## src/rtl/axis_fifo_pause_ctrl.sv

```systemverilog
// axis_fifo_pause_ctrl
//   Output-side flow controller for the AXIS FIFO adapter pause/status
//   interface. Holds the FIFO output (pause_req) until enough data is
//   buffered, so that downstream streaming sinks do not underrun mid-frame.
//   Releases on a fill threshold or, optionally, on a committed frame.
//   Re-pauses when the FIFO drains or software forces a hold. Also keeps
//   saturating event counters and a sticky pause-handshake timeout flag.
//
// Ports
//   clk, reset            : clock, synchronous active-high reset
//   status_depth          : current FIFO fill (words)
//   status_depth_commit   : committed (complete-frame) fill
//   status_overflow       : overflow event pulse
//   status_bad_frame      : bad-frame event pulse
//   status_good_frame     : good-frame event pulse
//   pause_req             : pause request to the FIFO output side
//   pause_ack             : FIFO reports its output is paused
//   force_pause           : software hold, overrides release
//   cnt_clear             : clears event counters and ack_timeout
//   paused                : registered pause_req & pause_ack
//   ack_timeout           : sticky, pause_req left unacknowledged too long
//   good_frame_count      : saturating good-frame count
//   bad_frame_count       : saturating bad-frame count
//   overflow_count        : saturating overflow count
//
// All outputs come straight from flops; there is no combinational path
// from any input to any output.

module axis_fifo_pause_ctrl #(
  parameter int unsigned DEPTH          = 4096,
  parameter int unsigned DW             = $clog2(DEPTH) + 1,
  parameter int unsigned START_LEVEL    = 1024,
  parameter bit          COMMIT_RELEASE = 1'b1,
  parameter int unsigned ACK_TIMEOUT    = 1024,
  parameter int unsigned CNT_WIDTH      = 32
) (
  input  logic                 clk,
  input  logic                 reset,
  input  logic [DW-1:0]        status_depth,
  input  logic [DW-1:0]        status_depth_commit,
  input  logic                 status_overflow,
  input  logic                 status_bad_frame,
  input  logic                 status_good_frame,
  output logic                 pause_req,
  input  logic                 pause_ack,
  input  logic                 force_pause,
  input  logic                 cnt_clear,
  output logic                 paused,
  output logic                 ack_timeout,
  output logic [CNT_WIDTH-1:0] good_frame_count,
  output logic [CNT_WIDTH-1:0] bad_frame_count,
  output logic [CNT_WIDTH-1:0] overflow_count
);

  // Timeout counter only needs to reach ACK_TIMEOUT; keep it at least 1 bit
  // so a disabled check (ACK_TIMEOUT == 0) still elaborates.
  localparam int unsigned   TW        = (ACK_TIMEOUT == 0) ? 1 : $clog2(ACK_TIMEOUT + 1);
  localparam logic [TW-1:0] TO_MAX    = (ACK_TIMEOUT == 0) ? '0 : TW'(ACK_TIMEOUT);
  localparam logic [TW-1:0] TO_LAST   = (ACK_TIMEOUT == 0) ? '0 : TW'(ACK_TIMEOUT - 1);
  localparam logic [DW-1:0] START_LVL = DW'(START_LEVEL);

  typedef enum logic {
    ST_HOLD,
    ST_RUN
  } state_e;

  state_e               state_q, state_d;
  logic                 pause_req_q, pause_req_d;
  logic                 paused_q, paused_d;
  logic                 ack_timeout_q, ack_timeout_d;
  logic [TW-1:0]        to_cnt_q, to_cnt_d;
  logic                 to_hit;
  logic [CNT_WIDTH-1:0] good_cnt_q, good_cnt_d;
  logic [CNT_WIDTH-1:0] bad_cnt_q, bad_cnt_d;
  logic [CNT_WIDTH-1:0] ovf_cnt_q, ovf_cnt_d;

  logic release_ok;
  logic drain;

  // ---------------------------------------------------------------------
  // Release / drain conditions
  // ---------------------------------------------------------------------
  always_comb begin
    release_ok = 1'b0;
    if (!force_pause) begin
      if (status_depth >= START_LVL) begin
        release_ok = 1'b1;
      end
      if (COMMIT_RELEASE && (status_depth_commit != '0)) begin
        release_ok = 1'b1;
      end
    end
    drain = force_pause || (status_depth == '0);
  end

  // ---------------------------------------------------------------------
  // State machine: next state and registered pause_req
  // ---------------------------------------------------------------------
  always_comb begin
    state_d = state_q;
    case (state_q)
      ST_HOLD: begin
        if (release_ok) begin
          state_d = ST_RUN;
        end
      end
      ST_RUN: begin
        if (drain) begin
          state_d = ST_HOLD;
        end
      end
      default: state_d = ST_HOLD;
    endcase
    // pause_req is registered from the next state so it tracks the FSM
    // with exactly one cycle of latency from the deciding inputs.
    pause_req_d = (state_d == ST_HOLD);
  end

  // ---------------------------------------------------------------------
  // Pause handshake status and ack timeout
  // ---------------------------------------------------------------------
  always_comb begin
    paused_d = pause_req_q && pause_ack;

    to_cnt_d = '0;
    to_hit   = 1'b0;
    if (pause_req_q && !pause_ack) begin
      if ((ACK_TIMEOUT != 0) && (to_cnt_q != TO_MAX)) begin
        to_cnt_d = to_cnt_q + TW'(1);
      end else begin
        to_cnt_d = to_cnt_q;
      end
      // Flag on the increment that reaches ACK_TIMEOUT only, so a saturated
      // counter does not immediately re-raise the flag after cnt_clear.
      to_hit = (ACK_TIMEOUT != 0) && (to_cnt_q == TO_LAST);
    end

    // A timeout reached in the clearing cycle wins over cnt_clear.
    ack_timeout_d = (ack_timeout_q && !cnt_clear) || to_hit;
  end

  // ---------------------------------------------------------------------
  // Saturating event counters
  // ---------------------------------------------------------------------
  // Clear is applied first and the pulse second, so a pulse coincident
  // with cnt_clear lands as a count of one.
  always_comb begin
    good_cnt_d = cnt_clear ? '0 : good_cnt_q;
    if (status_good_frame && (good_cnt_d != '1)) begin
      good_cnt_d = good_cnt_d + CNT_WIDTH'(1);
    end

    bad_cnt_d = cnt_clear ? '0 : bad_cnt_q;
    if (status_bad_frame && (bad_cnt_d != '1)) begin
      bad_cnt_d = bad_cnt_d + CNT_WIDTH'(1);
    end

    ovf_cnt_d = cnt_clear ? '0 : ovf_cnt_q;
    if (status_overflow && (ovf_cnt_d != '1)) begin
      ovf_cnt_d = ovf_cnt_d + CNT_WIDTH'(1);
    end
  end

  // ---------------------------------------------------------------------
  // Registers
  // ---------------------------------------------------------------------
  always_ff @(posedge clk) begin
    if (reset) begin
      state_q       <= ST_HOLD;
      pause_req_q   <= 1'b1;
      paused_q      <= 1'b0;
      ack_timeout_q <= 1'b0;
      to_cnt_q      <= '0;
      good_cnt_q    <= '0;
      bad_cnt_q     <= '0;
      ovf_cnt_q     <= '0;
    end else begin
      state_q       <= state_d;
      pause_req_q   <= pause_req_d;
      paused_q      <= paused_d;
      ack_timeout_q <= ack_timeout_d;
      to_cnt_q      <= to_cnt_d;
      good_cnt_q    <= good_cnt_d;
      bad_cnt_q     <= bad_cnt_d;
      ovf_cnt_q     <= ovf_cnt_d;
    end
  end

  assign pause_req        = pause_req_q;
  assign paused           = paused_q;
  assign ack_timeout      = ack_timeout_q;
  assign good_frame_count = good_cnt_q;
  assign bad_frame_count  = bad_cnt_q;
  assign overflow_count   = ovf_cnt_q;

endmodule

```

## config.mk

```make
export PLATFORM = sky130hd
export DESIGN_NAME = axis_fifo_pause_ctrl
export DESIGN_NICKNAME = d
export VERILOG_FILES = /design/src/rtl/axis_fifo_pause_ctrl.sv
export SDC_FILE = /design/constraint.sdc
export NUM_CORES = 1
export LEC_CHECK = 0
export CAP_MARGIN = 15
export CORE_UTILIZATION = 53
export CTS_CLUSTER_DIAMETER = 120
export DETAILED_ROUTE_END_ITERATION = 6
export PLACE_DENSITY = 0.84
export SLEW_MARGIN = 20
export SYNTH_ARGS = -nofsm -noshare
export SYNTH_HDL_FRONTEND = slang
export SYNTH_SLANG_ARGS = --single-unit
```

## constraint.sdc

```tcl
create_clock -name clk -period 6.67 [get_ports clk]
set_clock_uncertainty 0.05 [all_clocks]
set_input_delay 1.6675 -clock clk [delete_from_list [all_inputs] [get_ports clk]]
set_output_delay 1.6675 -clock clk [all_outputs]
set_load 0.02 [all_outputs]
```

**Word-level counts from Yosys, hierarchy flattened**

Cells that the tools add are included.

- Eq/ne operators: 5
- Bitwise gates (word level): 3
- Mux-type cells: 13
- $add $sub $neg: 4
- Reduce and logical (&&, ||, !) cells: 13
- Order comparisons: 1

Operator list:

| operator | number |
|---|---|
| $mux 32 | 6 |
| $add 32x1->32 const B | 3 |
| $ne 32x32->1 const B | 3 |
| $ge 13x11->1 const B | 1 |
| $logic_not 13->1 | 1 |
| $reduce_bool 13->1 | 1 |
| $add 11x1->11 const B | 1 |
| $eq 11x10->1 const B | 1 |
| $ne 11x11->1 const B | 1 |
| $logic_and 1x1->1 | 6 |
| $mux 1 | 6 |
| $not 1->1 | 3 |
| $logic_not 1->1 | 2 |
| $logic_or 1x1->1 | 2 |
| $pmux 1 s2 | 1 |
| $reduce_or 2->1 | 1 |

- Bits in registers: 111
- Logic and storage cells: 47
- Input port bits: 34
- Output and inout bits: 99

**Depth between registers and ports, before layout**

Gate-level depths: netlist of run 1.

- Depth in word-level cells: 7
- Depth in mapped cells: 8
- Mapped depth without buffers: 6

**Least setup slack after synthesis of run 1**

No wires, ideal clock.

- Kind: input to register
- Start: input port cnt_clear
- End: register bad_cnt_q[23] (netlist: bad_frame_count[23])
- Slack: 3.140 ns
- Stages on the path: 7
- Data required time: 6.499 ns
- Arrival time: 3.360 ns
- Path buffers: 2
- Library setup time: 0.121 ns
- Cell sequence: buf_6 > and4b_1 > nand3_2 > or3_1 > clkbuf_1 > nor4_1 > mux2_2

- Cells in the longest elaborated chain, start to end: 4
- Elaborated cells on any way between the ends: 5
- Classes of those cells: add/sub: 1; eq/ne: 1; mux: 2; reduce/logical: 1

Ends and longest elaborated chain:

| item | RTL line | RTL |
|---|---|---|
| start, declared | 47 | `input logic cnt_clear,` |
| $mux 32 (*) | 153 | `bad_cnt_d = cnt_clear ? '0 : bad_cnt_q;` |
| parallel branches: the longest is 2 deep, another holds $add 32x1->32 | -- |  |
| $mux 32 (*) | 154 | `if (status_bad_frame && (bad_cnt_d != '1)) begin` |
| end signal, assigned | 184 | `bad_cnt_q <= bad_cnt_d;` |
| end, declared | 74 | `logic [CNT_WIDTH-1:0] bad_cnt_q, bad_cnt_d;` |

Every way passes the cells marked *.
A chain may end at the register's enable or synchronous reset.

**Worst setup path after layout of run 1**

- Start: input port cnt_clear
- End: register bad_cnt_q[28] (netlist: bad_frame_count[28])

The elaborated chain is that of the path after synthesis.

==> results of run 1 <==
-- flip-flops by register name (all words and copies together) (netlist names) --
register and count:
bad_frame_count 32, good_frame_count 32, overflow_count 32, to_cnt_q 11
ack_timeout 1, pause_req 1, paused 1, state_q 1
-- routing by layer --
metal  up-vias  share of wire  GRT usage
li1       2933              -          -
met3        33          0.065     0.0498
met4         0          0.020      0.126
met5         -              0          0
met2       264           0.49      0.508
met1      2954           0.42      0.357
-- layout by cell type, fill, tap and decap left out, drive strengths merged, types with 3 or more instances in the layout --
cell type and n:
or4 11, nor4 16, a21oi 58, o21ai 30, and2 8, nand4b 9
inv 22, clkdlybuf4s50 130, clkinv 3, clkbuf 9, nor2 48, a31oi 3
mux2 11, nand3 46, dfxtp 111, xnor2 6, and3 24, nor3 28
or2 10, mux2i 10, o311ai 5, nand2b 5, nor2b 9, o41ai 4
o211ai 5, and4 6, nand2 66, and4b 8, a211oi 6, a21o 6
or3 36, nand4 28, buf 10, o31ai 12, xor2 7
-- kinds of logic (layout without fill, tap and decap cells) --
family                     after synthesis  after routing  synth area share
adders and majority gates                2              2           0.00426
AOI/OAI and AO/OA                      154            154             0.172
xor gates and xnor gates                13             13            0.0194
DFF                                    111            111             0.379
buffers and inverters                   56            177            0.0420
muxes                                   21             21            0.0382
and+or+nand+nor                        364            364             0.346
-- power by group through the flow --
stage / Combinational, mW / Sequential (mW) / Clock [mW]
2_1_floorplan: 0.0359 / 0.687 / 0
3_3_place_gp: 0.0736 / 0.685 / 0
3_5_place_dp: 0.0762 / 0.685 / 0
4_1_cts: 0.0764 / 0.670 / 0.419
5_1_grt: 0.0823 / 0.671 / 0.445
6_report: 0.0766 / 0.670 / 0.416
-- Yosys cell counts (16+ instances only) --
| master | instances | area [um^2] |
|---|---|---|
| dfxtp_1 | 111 | 2220 |
| nand2_1 | 66 | 248 |
| a21oi_1 | 58 | 290 |
| nor2_1 | 48 | 180 |
| nand3_1 | 44 | 220 |
| or3_1 | 35 | 219 |
| clkbuf_1 | 30 | 113 |
| o21ai_0 | 30 | 150 |
| nand4_1 | 27 | 169 |
| nor3_1 | 27 | 135 |
| and3_1 | 23 | 144 |
| inv_1 | 21 | 78.8 |
| nor4_1 | 16 | 100 |
-- worst min-delay path: cells and delay by family, from the launching register on --
family	cells	cell delay (ps)
compound gates	1	60
simple gates	1	50
flops	1	340
-- final cells by class --
type	count	area (um^2)	share of cell area
Timing Repair Buffer	140	1370	0.184
Multi-Input combinational cell	554	3410	0.457
Clock buffer	9	124	0.0166
Clock inverter	7	72.6	0.00974
Sequential cell	111	2220	0.298
Inverter	21	78.8	0.0106
Tap cell	140	175	0.0235
-- how the worst min path moves through the flow --
stage,endpoint,slack [ps],cells after the start
finish,ack_timeout$_SDFF_PP0_,440,2
CTS,ack_timeout$_SDFF_PP0_,440,2
global route,ack_timeout$_SDFF_PP0_,460,2
global placement,ack_timeout$_SDFF_PP0_,410,2
floorplan,ack_timeout$_SDFF_PP0_,400,1
detailed placement,ack_timeout$_SDFF_PP0_,410,2
-- metrics by stage --
stage | worst slack [ps] | utilization | area [um^2] | std cells | power (mW)
floorplan | 3140 | - | 5870 | 721 | 0.723
global placement | 1770 | 0.673 | 7260 | 966 | 0.758
detailed placement | 1660 | 0.673 | 7260 | 966 | 0.761
CTS | 2060 | 0.691 | 7460 | 982 | 1.17
global route | 2820 | 0.690 | 7450 | 982 | 1.20
finish | 2900 | 0.690 | 7450 | 982 | 1.16
==> reports/metrics.yaml, run 1 <==
clock_path_buffers: 2
die_y_um: 107
grt_max_degree: 60
path_buf_inv: 1
ys_ff_latch: 111
cts_tree: "built"
status: "completed"
p_switching_mw: 0.288
syn_inst: 721
clock_power_share: 0.358
antenna_left: 0
power_frac_comb: 0.066
vias: 6184
async_reset_ff_frac: 0
worstMarginPinSlew_ps: 913
clock_latency_ps: 390
dieArea_mm2: 0.0115
drt_pass1_iterations: 6
first_global_vias: 5824
cp_top_family: "simple AND/OR/NAND/NOR gates"
p_seq_frac: 0.576
fin_setup_tns_ps: 0
worstPathCellList: "buf_2 -> and4b_1 -> nand3_2 -> nor4_1 -> and4_1 -> mux2_2"
ctsHoldBuffers: 0
drt-total-wl_um: 16800
p_leak_nw: 2.41
synthFlopType: "dfxtp_1"
place_congestion: 0.913
synth-edff-count: 0
gr-total-overflow: 0
netlist_area_mm2: 0.00587
slew_headroom: 0.390
grt_pass1_wl_um: 27100
r2r_slack_ps: 4080
worst_hold_slack_ps: 439
r2r-end: "overflow_count[29]$_SDFF_PP0_"
yosys_warnings: 0
reg2reg_from: "overflow_count[4]$_SDFF_PP0_"
io_buffers: 132
cts_made_buffers: 9
core_area_mm2: 0.0108
syn_to_final_growth_pct: 26.9
cts_setup_buffers: 0
r2r_cells: 5
max_stage_delay_ps: 760
wl_per_cell_um: 17.1
fin_crit_sh: 0.565
critPathLaunch: "cnt_clear"
min_period_ps: 3770
ys_types: 71
end_kind: "flip-flop"
cp_num_cells: 6
worstHoldPathType: "flip-flop to flip-flop"
die_w_um: 107
powerDensity_mw_per_mm2: 156
place.detailed.hpwl_um: 11800
synth_area_per_cell_um2: 8.14
start_kind: "input port"
min-delay-start: "ack_timeout$_SDFF_PP0_"
crit_path_top_delay_cell: "nor4_1"
cp-endpoint: "bad_frame_count[28]$_SDFF_PP0_"
drv_slew: 0
report.final.hold_viol_count: 0
finalSetupViolations: 0
vdd_drop_max_uv: 109
yosysSeqAreaShare: 0.379
drcViolationCount: 0
cts_sinks: 111
critPathMaxFanout: 30
crit_required_ps: 6900
cts_resized: 0
drtIter0Drc: 338
power_switching_share: 0.248
p_int_mw: 0.874
diodes: 0
grtUsageTotal: 0.294
viasPerCell: 6.30
drv_cap: 0
cts_max_level: 3
final_nets: 873
clk_pin_slew_ps: 110
io_pins: 133
drive_gt1_frac: 0.0736
grt_setup_unrepaired: "false"
rows: 38
nFillCells: 888
cp_data_arrival_time_ps: 4000
cts-root-buf: "clkbuf_8"
grt_antenna_before_repair: 0
start_util: 0.544
worstSetupPathType: "input port to flip-flop"
synthesis.nets: 757
max_freq_ghz: 0.265
Power figures use the tool's default switching activity.
==> inputs of run 2 (changes only) <==
Settings changed: CORE_UTILIZATION 53 to 51, PLACE_DENSITY 0.84 to 0.81.
Clock period 6.67 ns to 3.55 ns, I/O delays scaled along.
==> run 2 against run 1 <==
First-iteration DRC count rose by 41%. Largest power group unchanged. Setup slack got worse by 2400 ps. Die area rose by 3.8%. Sequential share of layout area fell by 1.2 points. Final area rose by 4.1%. Clock power rose to 2.6 times the previous value. Utilization rose by 1.3 points. Critical path type unchanged. Sequential cell count did not move. Combinational power rose by 100%. Routed wire length rose by 2.6%. Final cell count rose by 2.1%. Non-clock buffer count rose by 21.
==> reports/metrics.yaml, run 2 (synthesis gave the netlist of run 1 again) <==
status: "completed"
worst_hold_slack_ps: 432
multi_input_area_mm2: 0.00341
die_y_um: 109
clk_pin_slew_ps: 70
drv_cap: 0
drtIter0Drc: 477
dp_slack_ps: 104
layout_common_cells: "clkdlybuf4s50_1, dfxtp_1, nand2_1"
fin_cells: 1003
cts_resized: 0
final_nets: 894
power_frac_comb: 0.061
power_switching_share: 0.226
powerDensity_mw_per_mm2: 323
setup_slack_ps: 451
drive_gt1_frac: 0.0927
cts_max_level: 3
core_area_mm2: 0.0110
grtUsageTotal: 0.299
cts_sinks: 111
drt_pass1_iterations: 5
io_pins: 133
p_seq_frac: 0.501
p_leak_nw: 2.56
fin_crit_sh: 0.873
min_period_ps: 3100
p_switching_mw: 0.568
rows: 38
fin_setup_tns_ps: 0
max_freq_ghz: 0.323
die_w_um: 109
final_area_mm2: 0.00776
cts_tree: "built"
grt_pass1_wl_um: 28200
dieArea_mm2: 0.0119
cts_setup_buffers: 0
vdd_drop_max_uv: 280
clock_latency_ps: 360
mostFrequentLayoutCell: "clkdlybuf4s50_1"
wl_per_cell_um: 17.2
drv_slew: 0
ctsHoldBuffers: 0
gr-total-overflow: 0
cts_made_buffers: 9
p_int_mw: 1.94
cp_data_arrival_time_ps: 3310
drcViolationCount: 0
placedCellCount: 987
worstSetupPathType: "input port to flip-flop"
end_kind: "flip-flop"
start_util: 0.532
vias: 6234
report.final.hold_viol_count: 0
clock_path_buffers: 2
r2r_slack_ps: 1110
critPathMaxFanout: 39
finalPower_mw: 2.51
worstMarginPinSlew_ps: 689
nFillCells: 888
antenna_left: 0
start_kind: "input port"
place_congestion: 0.965
crit_required_ps: 3760
worstHoldPathType: "flip-flop to flip-flop"
dpl-instance-area_mm2: 0.00744
fin_util: 0.703
slew_headroom: 0.536
io_buffers: 132
syn_to_final_growth_pct: 32.2
place.detailed.hpwl_um: 12500
regArea_mm2: 0.00222
first_global_vias: 5901
diodes: 0
grt_antenna_before_repair: 0
grt_setup_unrepaired: "false"
clock_power_share: 0.437
drt-total-wl_um: 17200
cts-root-buf: "clkbuf_16"
viasPerCell: 6.22
finalSetupViolations: 0
grt_max_degree: 42
==> run 2: final cells by class <==
type / instances / share of cell area
sequential: 111 / 0.286
clock buffer: 11 / 0.0300
inverter: 21 / 0.0102
clock inverter: 5 / 0.0106
tap: 140 / 0.0226
multi-input combinational: 554 / 0.439
timing repair buffer: 161 / 0.201
==> run 2: power by group through the flow <==
stage	combinational (mW)	sequential [mW]	clock, mW
after global placement	0.149	1.29	0
after CTS	0.153	1.26	1.10
after global routing	0.165	1.26	1.15
after detailed placement	0.153	1.29	0
final	0.154	1.26	1.10
after floorplan	0.0674	1.29	0
==> run 2: path summary, 6_finish.rpt <==
check | start | endpoint | depth (start not counted)
worst max-delay path | cnt_clear | bad_frame_count[7]$_SDFF_PP0_ | 7
worst max register to register | overflow_count[4]$_SDFF_PP0_ | overflow_count[14]$_SDFF_PP0_ | 6
worst min register to register | overflow_count[31]$_SDFF_PP0_ | overflow_count[31]$_SDFF_PP0_ | 2
worst min-delay path | overflow_count[31]$_SDFF_PP0_ | overflow_count[31]$_SDFF_PP0_ | 2
==> run 2: routing by layer <==
metal  wire length, um  vias up  share of wire  GRT usage
met5                 0        -              0          0
met4               382        0          0.022      0.118
met3              1220       35          0.071     0.0563
met2              8440      263           0.49      0.509
met1              7200     2956           0.42      0.373
li1                  -     2980              -          -
==> run 2: critical path, cell delays in order <==
cell and delay [ps]:
clkdlybuf4s50_1 450, buf_12 190, nand4b_1 240, or3_1 500, o41a_1 530, nand4_1 150
mux2_2 330
